--- src/rtl/fetch_pkg.sv ---
// Shared state encoding, reset defaults and buffer layout for the IF-stage fetch sequencer.
package fetch_pkg;

  typedef enum logic [1:0] {
    S_IDLE,
    S_WAIT,
    S_FULL
  } state_t;

  localparam logic [31:0] RESET_PC_DEFAULT = 32'h0000_3000;
  localparam logic [31:0] PC_STEP_DEFAULT  = 32'd4;

  typedef struct packed {
    logic [31:0] pc;
    logic [31:0] instr;
  } fetch_buf_t;

endpackage

--- src/rtl/fetch_next_pc.sv ---
// Next fetch PC mux: pending jump target, then live redirect, then sequential step (32-bit wrap).
// Combinational only; with FETCH_ALIGN_CHECK_EN misaligned redirect targets are word-aligned and flagged.
module fetch_next_pc
  import fetch_pkg::*;
#(
  parameter logic [31:0] PC_STEP = PC_STEP_DEFAULT
) (
  input  logic        pending_i,
  input  logic [31:0] pend_tgt_i,
  input  logic        redirect_valid_i,
  input  logic [31:0] redirect_target_i,
  input  logic [31:0] pc_i,
  output logic [31:0] tgt_o,
  output logic        misalign_o,
  output logic [31:0] next_pc_o
);

`ifdef FETCH_ALIGN_CHECK_EN
  assign tgt_o      = {redirect_target_i[31:2], 2'b00};
  assign misalign_o = |redirect_target_i[1:0];
`else
  assign tgt_o      = redirect_target_i;
  assign misalign_o = 1'b0;
`endif

  always_comb begin
    next_pc_o = pc_i + PC_STEP;
    if (pending_i) begin
      next_pc_o = pend_tgt_i;
    end else if (redirect_valid_i) begin
      next_pc_o = tgt_o;
    end
  end

endmodule

--- src/rtl/fetch_sequencer.sv ---
// IF stage: PC register, imem req/ack handshake, IF/ID register; ack to if_valid is 1 cycle, stall parks one word.
// Redirects honour the MIPS delay slot; optional FETCH_ALIGN_CHECK_EN masks/flags misaligned targets.
module fetch_sequencer
  import fetch_pkg::*;
#(
  parameter logic [31:0] RESET_PC = RESET_PC_DEFAULT,
  parameter logic [31:0] PC_STEP  = PC_STEP_DEFAULT
) (
  input  logic        clk,
  input  logic        reset,
  input  logic        stall,
  input  logic        redirect_valid,
  input  logic [31:0] redirect_target,
  output logic        imem_req,
  output logic [31:0] imem_addr,
  input  logic        imem_ack,
  input  logic [31:0] imem_rdata,
  output logic        if_valid,
  output logic [31:0] if_pc,
  output logic [31:0] if_instr,
  output logic [31:0] pc,
  output logic        align_err
);

  state_t      state_q, state_d;
  logic [31:0] pc_q, pc_d;
  logic        pending_q, pending_d;
  logic [31:0] pend_tgt_q, pend_tgt_d;
  fetch_buf_t  ifid_q, ifid_d;
  fetch_buf_t  buf_q, buf_d;
  logic        if_valid_q, if_valid_d;
  logic        align_err_q, align_err_d;
  logic [31:0] tgt;
  logic [31:0] next_pc;
  logic        misalign;

  fetch_next_pc #(.PC_STEP(PC_STEP)) u_next_pc (
    .pending_i         (pending_q),
    .pend_tgt_i        (pend_tgt_q),
    .redirect_valid_i  (redirect_valid),
    .redirect_target_i (redirect_target),
    .pc_i              (pc_q),
    .tgt_o             (tgt),
    .misalign_o        (misalign),
    .next_pc_o         (next_pc)
  );

  always_comb begin
    state_d     = state_q;
    pc_d        = pc_q;
    pending_d   = pending_q;
    pend_tgt_d  = pend_tgt_q;
    ifid_d      = ifid_q;
    buf_d       = buf_q;
    if_valid_d  = if_valid_q;
    align_err_d = align_err_q;
    case (state_q)
      S_IDLE: state_d = S_WAIT;
      S_WAIT: begin
        if (imem_ack) begin
          pc_d      = next_pc;
          pending_d = 1'b0;
          if (stall && if_valid_q) begin
            buf_d.pc    = pc_q;
            buf_d.instr = imem_rdata;
            state_d     = S_FULL;
          end else begin
            ifid_d.pc    = pc_q;
            ifid_d.instr = imem_rdata;
            if_valid_d   = 1'b1;
          end
        end else begin
          if (!stall) if_valid_d = 1'b0;
          // Delay slot not fetched yet: remember the target until its ack.
          if (redirect_valid) begin
            pending_d  = 1'b1;
            pend_tgt_d = tgt;
          end
        end
      end
      S_FULL: begin
        // Delay slot already sits in buf, so the jump takes effect at once.
        if (redirect_valid) pc_d = next_pc;
        if (!stall) begin
          ifid_d     = buf_q;
          if_valid_d = 1'b1;
          state_d    = S_WAIT;
        end
      end
      default: state_d = S_IDLE;
    endcase
    if (redirect_valid && misalign) align_err_d = 1'b1;
  end

  always_ff @(posedge clk) begin
    if (reset) begin
      state_q     <= S_IDLE;
      pc_q        <= RESET_PC;
      pending_q   <= 1'b0;
      pend_tgt_q  <= '0;
      ifid_q      <= '0;
      buf_q       <= '0;
      if_valid_q  <= 1'b0;
      align_err_q <= 1'b0;
    end else begin
      state_q     <= state_d;
      pc_q        <= pc_d;
      pending_q   <= pending_d;
      pend_tgt_q  <= pend_tgt_d;
      ifid_q      <= ifid_d;
      buf_q       <= buf_d;
      if_valid_q  <= if_valid_d;
      align_err_q <= align_err_d;
    end
  end

  assign imem_req  = (state_q == S_WAIT);
  assign imem_addr = pc_q;
  assign if_valid  = if_valid_q;
  assign if_pc     = ifid_q.pc;
  assign if_instr  = ifid_q.instr;
  assign pc        = pc_q;
  assign align_err = align_err_q;

  a_redirect_not_pending: assert property (@(posedge clk) disable iff (reset)
    redirect_valid |-> !pending_q);
  a_redirect_if_valid: assert property (@(posedge clk) disable iff (reset)
    redirect_valid |-> if_valid_q);
  a_redirect_no_stall: assert property (@(posedge clk) disable iff (reset)
    redirect_valid |-> !stall);

endmodule

--- config.mk ---
export PLATFORM = sky130hd
export DESIGN_NAME = fetch_sequencer
export DESIGN_NICKNAME = d
export VERILOG_FILES = /design/src/rtl/fetch_pkg.sv /design/src/rtl/fetch_next_pc.sv /design/src/rtl/fetch_sequencer.sv
export SDC_FILE = /design/constraint.sdc
export NUM_CORES = 1
export LEC_CHECK = 0
export BUFFER_PORTS_ARGS = -buffer_cell sky130_fd_sc_hd__buf_2
export CAP_MARGIN = 20
export CORE_MARGIN = 8
export CORE_UTILIZATION = 35
export CTS_BUF_LIST = sky130_fd_sc_hd__clkbuf_4 sky130_fd_sc_hd__clkbuf_8
export DETAILED_ROUTE_END_ITERATION = 8
export GPL_TIMING_DRIVEN = 0
export PLACE_DENSITY = 0.56
export SYNTH_ARGS = -nofsm -noshare
export SYNTH_HDL_FRONTEND = slang
export SYNTH_SLANG_ARGS = --single-unit
--- constraint.sdc ---
create_clock -name clk -period 1.95 [get_ports clk]
set_input_delay 0.2925 -clock clk [delete_from_list [all_inputs] [get_ports clk]]
set_output_delay 0.2925 -clock clk [all_outputs]
set_load 0.02 [all_outputs]
**Word level (Yosys, flattened, before mapping)**

Index checks and enable logic that the tools add are counted.
Widths: inputs -> output; s select.

- Memory bits (read-only): 0
- Latch bits: 0
- Logic and storage cells: 51
- Output and inout bits: 131
- Memories kept: 0
- Flip-flop bits (word level): 196
- Memory bits (writable): 0

- Equality and inequality tests: 9
- Order comparisons: 0
- Divide/modulo/power cells: 0
- Shift operators: 0
- Bitwise gates (word level): 1
- Add/sub/neg operators: 1
- Reductions and logical operators: 11
- Mux-type cells: 20
- $mul: 0

Operators by type and width:

| kind | count |
|---|---|
| $mux 64 | 3 |
| $mux 32 | 4 |
| $pmux 64 s2 | 1 |
| $pmux 32 s2 | 1 |
| $add 32x3->32 const B | 1 |
| $reduce_and 3->1 | 4 |
| $reduce_and 4->1 | 2 |
| $mux 1 | 6 |
| $mux 2 | 3 |
| $ne 2x2->1 const B | 3 |
| $pmux 2 s3 | 1 |
| $ne 2x1->1 const B | 2 |
| $reduce_bool 2->1 | 2 |
| $ne 3x2->1 const B | 1 |
| $ne 3x3->1 const B | 1 |
| $eq 2x1->1 const B | 1 |
| $eq 2x2->1 const B | 1 |
| $logic_not 2->1 | 1 |
| $pmux 1 s2 | 1 |
| $reduce_and 2->1 | 1 |
| $logic_and 1x1->1 | 1 |
| $not 1->1 | 1 |

**Logic depth before layout (Yosys ltp)**

- Depth in word-level cells: 5
- Depth in mapped cells: 9
- Gate-level depth less buffers: 7

**Hierarchy**

Synthesis repeated with hierarchy kept, for this count alone.

- Cell total of the unflattened synthesis: 1174
- Area, all modules: 10082.2 sq um

Modules (own cells, without submodules):

| module | cells each | times used | area each (sq um) |
|---|---|---|---|
| fetch_sequencer | 947 | 1 | 8578.2 |
| fetch_next_pc | 227 | 1 | 1503.9 |

**Worst setup path before layout**

Ideal clock, no wire load.

- Path type: register -> register
- From: reg state_q[1]
- To: reg ifid_q (netlist bit if_instr[0])
- Arrival: 1914 ps
- Cell stages (with the launch flop): 10
- Setup slack: -49 ps
- Setup time: 86 ps
- Cells stage by stage: dfxtp_1 > inv_1 > ha_1 > buf_2 > nand2_1 > o22ai_1 > clkbuf_1 > clkbuf_1 > nor2_1 > a211oi_1

- Cells in the longest elaborated chain, start to end: 3

RTL lines:

| element | RTL line | source |
|---|---|---|
| from (decl) | fetch_sequencer.sv:25 | `state_t state_q, state_d;` |
| from (signal assigned) | fetch_sequencer.sv:106 | `state_q <= state_d;` |
| $eq 2x1->1 (*) | -- |  |
| named net imem_req | fetch_sequencer.sv:14 | `output logic imem_req,` |
| $ne 2x2->1 (no source line) (tied with other cells) | -- |  |
| $reduce_and 4->1 (no source line) | -- |  |
| to (signal assigned) | fetch_sequencer.sv:110 | `ifid_q <= ifid_d;` |
| to (decl) | fetch_sequencer.sv:29 | `fetch_buf_t ifid_q, ifid_d;` |

Mark *: on every way through the listed nets, which the timed path passes. The rest lies on a longest branch.
A chain may end at the register's enable or synchronous reset.

**Final worst setup path**

- From: reg pc_q[4], in the netlist imem_addr[4]
- To: reg pc_q[11], in the netlist imem_addr[11]

- Cells in the longest elaborated chain, start to end: 5

RTL lines:

| element | RTL line | source |
|---|---|---|
| from (decl) | fetch_sequencer.sv:26 | `logic [31:0] pc_q, pc_d;` |
| from (signal assigned) | fetch_sequencer.sv:107 | `pc_q <= pc_d;` |
| $add 32x3->32 (*) | fetch_next_pc.sv:27 | `next_pc_o = pc_i + PC_STEP;` |
| $mux 32 (*) | fetch_next_pc.sv:30 | `end else if (redirect_valid_i) begin` |
| $mux 32 (*) | fetch_next_pc.sv:28 | `if (pending_i) begin` |
| $mux 32 (on tied branches) | fetch_sequencer.sv:83, fetch_sequencer.sv:60 |  |
| $pmux 32 s2 (*) | fetch_sequencer.sv:57 | `case (state_q)` |

Mark *: on every way between the ends. The rest lies on a longest branch, timed or not. The select of a mux whose other input is x is not followed.

==> results by group <==
Detailed routing
  • WL per Instance: between 15 and 20 um
  • DR vias: 8711
  • Via density: just over 5
  • Starting DRT DRC Count: 711
  • DR DRC count: 0
  • First-pass DRT Iterations: 5
  • Remaining antenna violation count: 0
  • Final WL: 31000 um

Place
  • Pre-CTS setup slack: -0.674 ns
  • Hpwl dp: 22700 um
  • Inst Count DP: 1653
  • I/O Buffers: 197
  • Final Wtd Congestion: 0.866
  • Post-placement cell area: 0.0104 mm^2

Logic synthesis
  • Post-synthesis cell type count: 63
  • #FFs+latches synth: between 150 and 200
  • EDFF count, synth: 0
  • Synth top cells by count: nand2_1, dfxtp_1, a21oi_1
  • Mapped Cells: approximately 1100
  • Register area share after synthesis: about 44%
  • Ys async rst share: 0%
  • Synth top area share: ~44%
  • Top cell type by total area after synthesis: dfxtp_1
  • Synth area leaders: dfxtp_1, nand2_1, mux2i_1
  • Ys Warns: 0
  • Top-count cell post-synth: nand2_1
  • Syn avg cell area: between 8 and 9 um^2
  • Syn Nets: 1199
  • Main synth FF type: dfxtp_1
  • Post-Syn Area: 0.00901 mm^2

GRT
  • Overall routing resource usage: 19.0%
  • Initial antenna violation count: 0
  • Grt ovf: 0
  • First-pass GRT wire length: 46900 um
  • Number of global-route vias before repair: 8136
  • Largest net degree at the start of global routing: 19

STA
  • Setup Skew: 0.0171 ns
  • Minimum clock period: around 1.9 ns
  • Max-slew violations: 0
  • Max-slew headroom: 52.1%
  • Final TNS setup: 0 ns
  • Final count of hold timing violations: 0
  • Final Worst Setup Slack: 0.0379 ns
  • Min Hold Slack: 0.0475 ns
  • Highest clock rate: 0.523 GHz
  • Actual slew at the worst max-slew pin: roughly 0.72 ns
  • Fin crit share: 98.1%
  • Setup violations, final: 0

Final layout
  • Layout cell share with drive strength beyond 1: 28.9%
  • Final instance area: approximately 0.011 mm^2
  • Non-Filler Instances: 1699
  • Layout Nets: 1429
  • Area growth syn-to-layout: 25.0%
  • Core Util, Final: 44.6%
  • N_diodes: 0

Floorplan
  • Die Width: 176 um
  • DIE AREA: ~0.031 mm^2
  • Initial core utilization: 35.7%
  • Std-Cell Rows: 58
  • # IOs: 200
  • Core Area: 0.0253 mm^2
  • Die height: 176 um

Critical path
  • CP max stage delay: approximately 0.36 ns
  • Cell repeated most along the worst path: buf_4
  • WS Path Type: flip-flop to flip-flop
  • Critical path's slowest cell: dfxtp_2
  • Endpoint kind of the worst setup timing path: flip-flop
  • Crit-path leading delay family: simple AND/OR/NAND/NOR gates
  • Crit-path max FO: 9
  • Cells along the critical path: buf_6 -> nand4_1 -> buf_4 -> buf_4 -> nor2_1 -> and3_1 -> o21ai_0 -> a211oi_1
  • CP Buf/Inv Count: 3
  • Crit path DAT: 2.30 ns
  • Worst Setup Start Kind: flip-flop
  • Critical Path RT: 2.33 ns

CTS
  • Htree depth: 4
  • CTS clk-pin slew, worst paths: 0.12 ns
  • Number of buffers created by CTS: 17
  • CTS Sinks: 196
  • Clk buf depth: 2
  • Worst-Skew Late Latency: about 0.47 ns
  • Root buffer cell: clkbuf_8
  • CTS tree: done
  • Hold_buf cts: 0

Power and ir drop
  • Power Dens Cells: a little over 800 mW/mm^2
  • Leakage: 4.37 nW
  • Tot Pwr: 9.36 mW
  • VDD IR-drop max: 0.471 mV

Job
  • MaxCap Viol Count: 0

Hold path
  • HP Class: input pin to flip-flop

Outcome
  • Status: complete, no violations
==> sequential cells by signal (all words and copies together), names as in the netlist <==
register,cells
buf_q,64
if_instr,32
if_pc,32
imem_addr,32
pend_tgt_q,32
state_q,2
if_valid,1
pending_q,1
==> report_power, final <==
part           internal [mW]  switching (mW)  total, mW
Clock                   1.11            1.59       2.70
Combinational          0.797            1.34       2.14
Sequential              4.26           0.262       4.52
==> area by class of cell <==
type,instances,area [um^2]
Buffer,126,793
Clock buffer,19,255
Clock inverter,13,138
Fill cell,2658,14000
Inverter,9,33.8
Multi-Input combinational cell,795,4560
Sequential cell,196,3970
Tap cell,330,413
Timing Repair Buffer,211,1110
==> timing repair <==
action,4_1_cts,5_1_grt
gates cloned,0,0
setup buffers,8,6
gates resized for setup,86,56
pin swaps,7,8
setup endpoints to repair,193,153
endpoints found under the hold margin,0,0
==> cell usage in the layout, fill, tap and decap left out, types with 6 or more instances in the layout <==
master	n
a31oi_1	9
nand2_1	250
and4_1	8
o21ai_0	42
dfxtp_4	6
clkbuf_1	31
a21oi_1	125
a211oi_1	71
nor3_1	8
o211ai_1	9
dfxtp_1	174
inv_6	6
clkbuf_8	20
clkbuf_4	7
dfxtp_2	16
nand3_1	14
mux2i_1	69
inv_1	8
clkbuf_2	24
buf_2	208
nor2_1	98
buf_4	54
buf_6	9
==> cells by family after synthesis <==
logic type	count (synthesis)	synth area share [%]
and+or+nand+nor	425	20.1
AOI/OAI and AO/OA	291	19.9
DFF	196	43.5
buffers and inverters	135	7.61
muxes	71	7.91
adders and majority gates	4	0.555
xor gates and xnor gates	3	0.292
other	1	0.0416
==> per-layer routing <==
layer  up-vias  GRT usage [%]  wire length [um]
met4         0           3.78               366
met2       317           30.2             13900
met5         -              0                 0
li1       4350              -                 -
met1      4016           26.0             14600
met3        28           4.29              2150
==> path summary, 6_finish.rpt <==
kind,start,endpoint,slack [ns],cells after the start
worst max-delay path,imem_addr[4]$_SDFFE_PP0P_,imem_addr[11]$_SDFFE_PP0P_,0.04,8
worst min-delay path,imem_rdata[27],buf_q[27]$_SDFFE_PP0N_,0.05,3
worst min register to register,buf_q[48]$_SDFFE_PP0N_,buf_q[48]$_SDFFE_PP0N_,0.46,2
worst max register to register,imem_addr[4]$_SDFFE_PP0P_,imem_addr[11]$_SDFFE_PP0P_,0.04,8
==> worst reg2reg max path, delay by kind of cell, from the launching register on <==
kind | cells | cell delay (ns)
AO/OA/AOI/OAI | 2 | 0.30
buffers and inverters | 3 | 0.50
flip-flops | 1 | 0.36
AND/OR/NAND/NOR | 3 | 0.67
(Power assumes the default switching activity.)
